File: config.mk
export PLATFORM = sky130hd
export DESIGN_NAME = maze_escaper
export DESIGN_NICKNAME = d
export VERILOG_FILES = /design/src/rtl/maze_escaper.sv
export SDC_FILE = /design/constraint.sdc
export NUM_CORES = 1
export LEC_CHECK = 0
export ABC_CLOCK_PERIOD_IN_PS = 15780
export CORE_ASPECT_RATIO = 0.7
export CORE_MARGIN = 5
export CORE_UTILIZATION = 25
export CTS_CLUSTER_DIAMETER = 200
export DETAILED_ROUTE_END_ITERATION = 7
export GPL_ROUTABILITY_DRIVEN = 1
export PLACE_DENSITY = 0.48
export SLEW_MARGIN = 30
export SYNTH_ARGS = -nofsm -noshare
export SYNTH_HDL_FRONTEND = slang
export SYNTH_SLANG_ARGS = --single-unit
File: constraint.sdc
create_clock -name clk -period 15.78 [get_ports clk]
set_input_delay 3.156 -clock clk [delete_from_list [all_inputs] [get_ports clk]]
set_output_delay 3.156 -clock clk [all_outputs]
set_load 0.005 [all_outputs]
File: src/rtl/maze_escaper.sv
// maze_escaper
//   Hardware maze solver. Starting from the single opening in the top row,
//   the walker follows the right-hand wall one cell per clock until it lands
//   in the bottom row. It keeps a bit-map of the cells on the current route.
//   When the walker steps back onto a cell that is already marked, the cell
//   it just left is unmarked. This prunes dead-end excursions, so only the
//   solution path remains marked.
//
// Ports
//   clk   : clock
//   rst   : synchronous, active-high reset; restarts the search
//   maze  : maze[y][x] = 1 is a wall, 0 is open; held static after reset
//   px/py : current walker column / row
//   done  : high once the walker reaches row size-1; held until rst
//   path  : path[y][x] = 1 marks a cell on the current route

module maze_escaper #(
    parameter int size = 5,
    parameter int N    = $clog2(size)
) (
    input  logic            clk,
    input  logic            rst,
    input  logic [size-1:0] maze [size-1:0],
    output logic [N-1:0]    px,
    output logic [N-1:0]    py,
    output logic            done,
    output logic [size-1:0] path [size-1:0]
);

    typedef enum logic [1:0] {
        S_FIND,
        S_WALK,
        S_DONE,
        S_FAIL
    } state_t;

    // Headings are numbered clockwise, so "turn right" is +1 modulo 4.
    localparam logic [1:0] DIR_N = 2'd0;
    localparam logic [1:0] DIR_E = 2'd1;
    localparam logic [1:0] DIR_S = 2'd2;
    localparam logic [1:0] DIR_W = 2'd3;

    localparam logic [N-1:0] EDGE = N'(size - 1);

    state_t          state, state_d;
    logic [1:0]      hd, hd_d;
    logic [N-1:0]    sx, sx_d;
    logic [N-1:0]    px_d, py_d;
    logic            done_d;
    logic [size-1:0] path_d [size-1:0];

    logic [N-1:0]    yn, ys, xw, xe;
    logic [3:0]      blk;
    logic [1:0]      cand [4];
    logic            mv_ok;
    logic [1:0]      mv_dir;
    logic [N-1:0]    nx, ny;
    logic [N-1:0]    fx;
    logic            found;

    // Neighbour coordinates are clamped at the border. The clamped value is
    // never used for a move, because the same border test marks that
    // direction as blocked. Clamping keeps every maze lookup in range.
    always_comb begin
        yn = (py == '0)   ? py : py - N'(1);
        ys = (py == EDGE) ? py : py + N'(1);
        xw = (px == '0)   ? px : px - N'(1);
        xe = (px == EDGE) ? px : px + N'(1);

        blk[DIR_N] = (py == '0)   || maze[yn][px];
        blk[DIR_S] = (py == EDGE) || maze[ys][px];
        blk[DIR_W] = (px == '0)   || maze[py][xw];
        blk[DIR_E] = (px == EDGE) || maze[py][xe];
    end

    // Right-hand rule: try right, straight, left, then back. The loop runs
    // from lowest to highest priority, so the highest-priority open
    // direction is the last one written.
    always_comb begin
        cand[0] = hd + 2'd1;
        cand[1] = hd;
        cand[2] = hd + 2'd3;
        cand[3] = hd + 2'd2;

        mv_ok  = 1'b0;
        mv_dir = hd;
        for (int k = 3; k >= 0; k--) begin
            if (!blk[cand[k]]) begin
                mv_ok  = 1'b1;
                mv_dir = cand[k];
            end
        end

        nx = px;
        ny = py;
        case (mv_dir)
            DIR_N:   ny = yn;
            DIR_E:   nx = xe;
            DIR_S:   ny = ys;
            default: nx = xw;
        endcase
    end

    // Entrance search: the lowest open column of row 0. Scanning downward
    // means the last match written is the lowest column.
    always_comb begin
        fx    = '0;
        found = 1'b0;
        for (int i = size - 1; i >= 0; i--) begin
            if (!maze[0][i]) begin
                fx    = N'(i);
                found = 1'b1;
            end
        end
    end

    // Next-state and datapath update.
    always_comb begin
        state_d = state;
        hd_d    = hd;
        sx_d    = sx;
        px_d    = px;
        py_d    = py;
        done_d  = done;
        path_d  = path;

        case (state)
            S_FIND: begin
                if (found) begin
                    px_d          = fx;
                    py_d          = '0;
                    path_d[0][fx] = 1'b1;
                    hd_d          = DIR_S;
                    sx_d          = fx;
                    state_d       = S_WALK;
                end else begin
                    state_d = S_FAIL;
                end
            end

            S_WALK: begin
                if (!mv_ok) begin
                    // Enclosed on all four sides.
                    state_d = S_FAIL;
                end else begin
                    px_d = nx;
                    py_d = ny;
                    hd_d = mv_dir;
                    // Stepping onto a marked cell means we are backing out
                    // of a dead end, so unmark the cell being left.
                    if (path[ny][nx]) begin
                        path_d[py][px] = 1'b0;
                    end else begin
                        path_d[ny][nx] = 1'b1;
                    end

                    if (ny == EDGE) begin
                        done_d  = 1'b1;
                        state_d = S_DONE;
                    end else if (ny == '0 && nx == sx && mv_dir == DIR_N) begin
                        // The wall-follower has gone all the way round and
                        // come back to the entrance: there is no exit.
                        state_d = S_FAIL;
                    end
                end
            end

            default: ;
        endcase
    end

    // State register.
    always_ff @(posedge clk) begin
        if (rst) begin
            state <= S_FIND;
            hd    <= DIR_S;
            sx    <= '0;
            px    <= '0;
            py    <= '0;
            done  <= 1'b0;
            for (int i = 0; i < size; i++) begin
                path[i] <= '0;
            end
        end else begin
            state <= state_d;
            hd    <= hd_d;
            sx    <= sx_d;
            px    <= px_d;
            py    <= py_d;
            done  <= done_d;
            path  <= path_d;
        end
    end

endmodule

==> results.yml <==
die:
  core_um2: 17100
  rows: 40
  initial_core_util_pct: 25.4
  die_w_um: 168
  io_pins: 59
  dieArea_um2: 20200
  die_y_um: 120
critical_path:
  critPathKind: "in2reg"
  r2r_slack_ns: 7.64
  endpoint: "path[0]"
  required_ns: 15.96
  r2r-start: "py[1]"
  startpoint: "maze[1]"
  arrival_ns: 9.51
  worstReg2RegEnd: "path[0]"
  reg2regPathDepth: 18
  end_kind: "flip-flop"
  crit_fanout: 33
  start_kind: "primary input"
detailed_routing:
  vias: 5073
  viasPerCell: 6.02
  ant_nets: 0
  wl_per_cell_um: 21.1
  highest_layer: "met4"
  drc_errors: 0
  postRouteWirelength_mm: 17.8
  drtPass1Iterations: 5
  first_iter_violations: 563
  wl_met2_mm: 7.44
  met1_length_mm: 8.59
  wl_met3_mm: 1.60
flow_run:
  maxCapViolCount: 0
clock_tree:
  clkTransAtPathRegs_ns: 0.07
  cts_buffers: 5
  cts_tree: "built"
  clk_path_buf_depth: 2
  cts_hold_buf: 0
  worstSkewPairLatency_ns: 0.30
  post_cts.repair.setup_buffers: 0
  cts_max_level: 2
  clockRootBuffer: "clkbuf_16"
  post_cts_resized: 0
  clkSinkCount: 39
place:
  dp_slack_ns: 6.35
  place_inst: 835
  portBuffers: 58
  routabilityCongestion: 0.964
  dpl.hpwl_mm: 13.7
timing:
  fmax_mhz: 107
  rsz0062_at_grt: "no"
  min_period_ns: 9.33
  setup_viol: 0
  min_period_over_period_pct: 59.1
  worst_slack_ns: 6.45
  slew_headroom_pct: 41.8
  finClkSkew_ns: 0.00955
  worst_pin_slew_ns: 0.867
  setup_tns_ns: 0
  hold_viol: 0
  slew_violations: 0
logic_synthesis:
  synthFlopType: "dfxtp_1"
  synth_edf_count: 0
  syn-cell-area_um2: 4360
  ys_warn_count: 0
  synth_seq_area_share_pct: 17.9
  async_flop_share_pct: 0
  synth-seq-cells: 39
  syn_nets: 616
  synth_cell_types: 84
  synthCells: 583
  syn_avg_cell_area_um2: 7.47
global_routing:
  grt_pass1_wl_mm: 27.8
  grt_max_degree: 45
  groute.usage.overall_pct: 17.0
  grt_pass1_vias: 4717
  antenna_found_initial: 0
  grt-ovfl-total: 0
finish:
  finish.net_count: 644
  syn_to_final_growth_pct: 20.7
  finalNonFillerCells: 843
  antenna-diode-count: 0
  final_core_util_pct: 30.7
  fillers: 1859
  drive_above_1_share_pct: 8.01
status:
  run_status: "finished, final reports clean"
min_path:
  hp-class: "reg2reg"
==> synth_stat cells (5+ instances only) <==
cell	n	area, um^2
nand2b_1	16	100
dfxtp_1	39	781
o211ai_1	10	75.1
nor3_1	11	55.1
o22ai_1	11	68.8
o21ai_0	32	160
a21oi_1	22	110
a211oi_1	12	90.1
xnor2_1	6	52.6
inv_1	33	124
ha_1	6	75.1
nor4_1	28	175
nand2_1	47	176
nand4_1	9	56.3
mux2i_1	21	210
o32ai_1	23	201
clkbuf_1	19	71.3
a221oi_1	6	52.6
o31ai_1	6	45.0
nand3_1	19	95.1
a31oi_1	12	75.1
buf_2	20	100
mux2_2	6	67.6
nor2b_1	5	31.3
nor2_1	46	173
==> final cells by class <==
cell class / instances / area [um^2] / area share [%]
inverter: 36 / 135 / 2.57
timing repair buffer: 66 / 641 / 12.2
tap: 231 / 289 / 5.50
clock inverter: 3 / 67.6 / 1.29
clock buffer: 5 / 125 / 2.38
sequential: 39 / 781 / 14.9
multi-input combinational: 463 / 3220 / 61.2
==> cell usage in the layout (no fill, tap or decap), types with 5 or more instances in the layout <==
| cell | n |
|---|---|
| nor3_1 | 11 |
| inv_1 | 33 |
| mux2i_1 | 21 |
| o32ai_1 | 23 |
| buf_4 | 8 |
| o31ai_1 | 6 |
| nand3_1 | 19 |
| nor4_1 | 28 |
| dfxtp_1 | 39 |
| o21ai_0 | 32 |
| o22ai_1 | 11 |
| nand2b_1 | 16 |
| nor2b_1 | 5 |
| clkdlybuf4s50_1 | 58 |
| nor2_1 | 46 |
| a21oi_1 | 22 |
| mux2_2 | 6 |
| o211ai_1 | 10 |
| a31oi_1 | 12 |
| ha_1 | 6 |
| a211oi_1 | 12 |
| nand4_1 | 9 |
| clkbuf_16 | 5 |
| a221oi_1 | 6 |
| xnor2_1 | 6 |
| nand2_1 | 47 |
==> worst min path at each step <==
stage	cells past startpoint	from	endpoint
2_1_floorplan	2	sx[0]	sx[0]
3_3_place_gp	2	sx[0]	sx[0]
3_5_place_dp	2	done	done
4_1_cts	2	done	done
5_1_grt	2	done	done
6_report	2	done	done
==> sequential cells by signal (all words and copies together) (netlist names) <==
register	flops
done	1
hd	2
path	25
px	3
py	3
state	2
sx	3
==> cells by family (layout without fill, tap and decap cells) <==
family | after synthesis | count (layout) | synth area share, %
DFF | 39 | 39 | 17.9
buffers and inverters | 81 | 110 | 8.16
adders and majority gates | 6 | 6 | 1.72
and+or+nand+nor | 221 | 221 | 27.1
AOI/OAI and AO/OA | 196 | 196 | 34.7
muxes | 32 | 32 | 8.45
xor gates and xnor gates | 8 | 8 | 1.95
==> metrics by stage <==
step	hold slack [ns]	instance area, um^2
finish	0.468	5260
CTS	0.476	5260
floorplan	0.449	4360
global placement	0.461	5060
detailed placement	0.462	5060
global route	0.514	5260
==> critical path, stage by stage <==
cell and delay, ns:
clkdlybuf4s50_1 0.68, mux4_2 0.30, mux2i_1 0.07, o22ai_1 0.43, a211oi_2 0.29, o41ai_4 0.58, a21o_1 0.40, nand2_1 0.26
o311a_1 0.46, nor2_1 0.65, a221oi_1 0.27, a2111oi_2 0.44, nand3_2 0.59, or4_1 0.66, a32o_1 0.27
==> layer usage <==
| layer | track usage [%] | vias to the layer above |
|---|---|---|
| li1 | - | 2335 |
| met1 | 26.2 | 2444 |
| met2 | 24.8 | 276 |
| met3 | 3.04 | 18 |
| met4 | 3.04 | 0 |
| met5 | 0 | - |
Power is left out: the tool's default activity adds up to more than one toggle a clock period on the data nets, which glitch-free logic cannot reach.
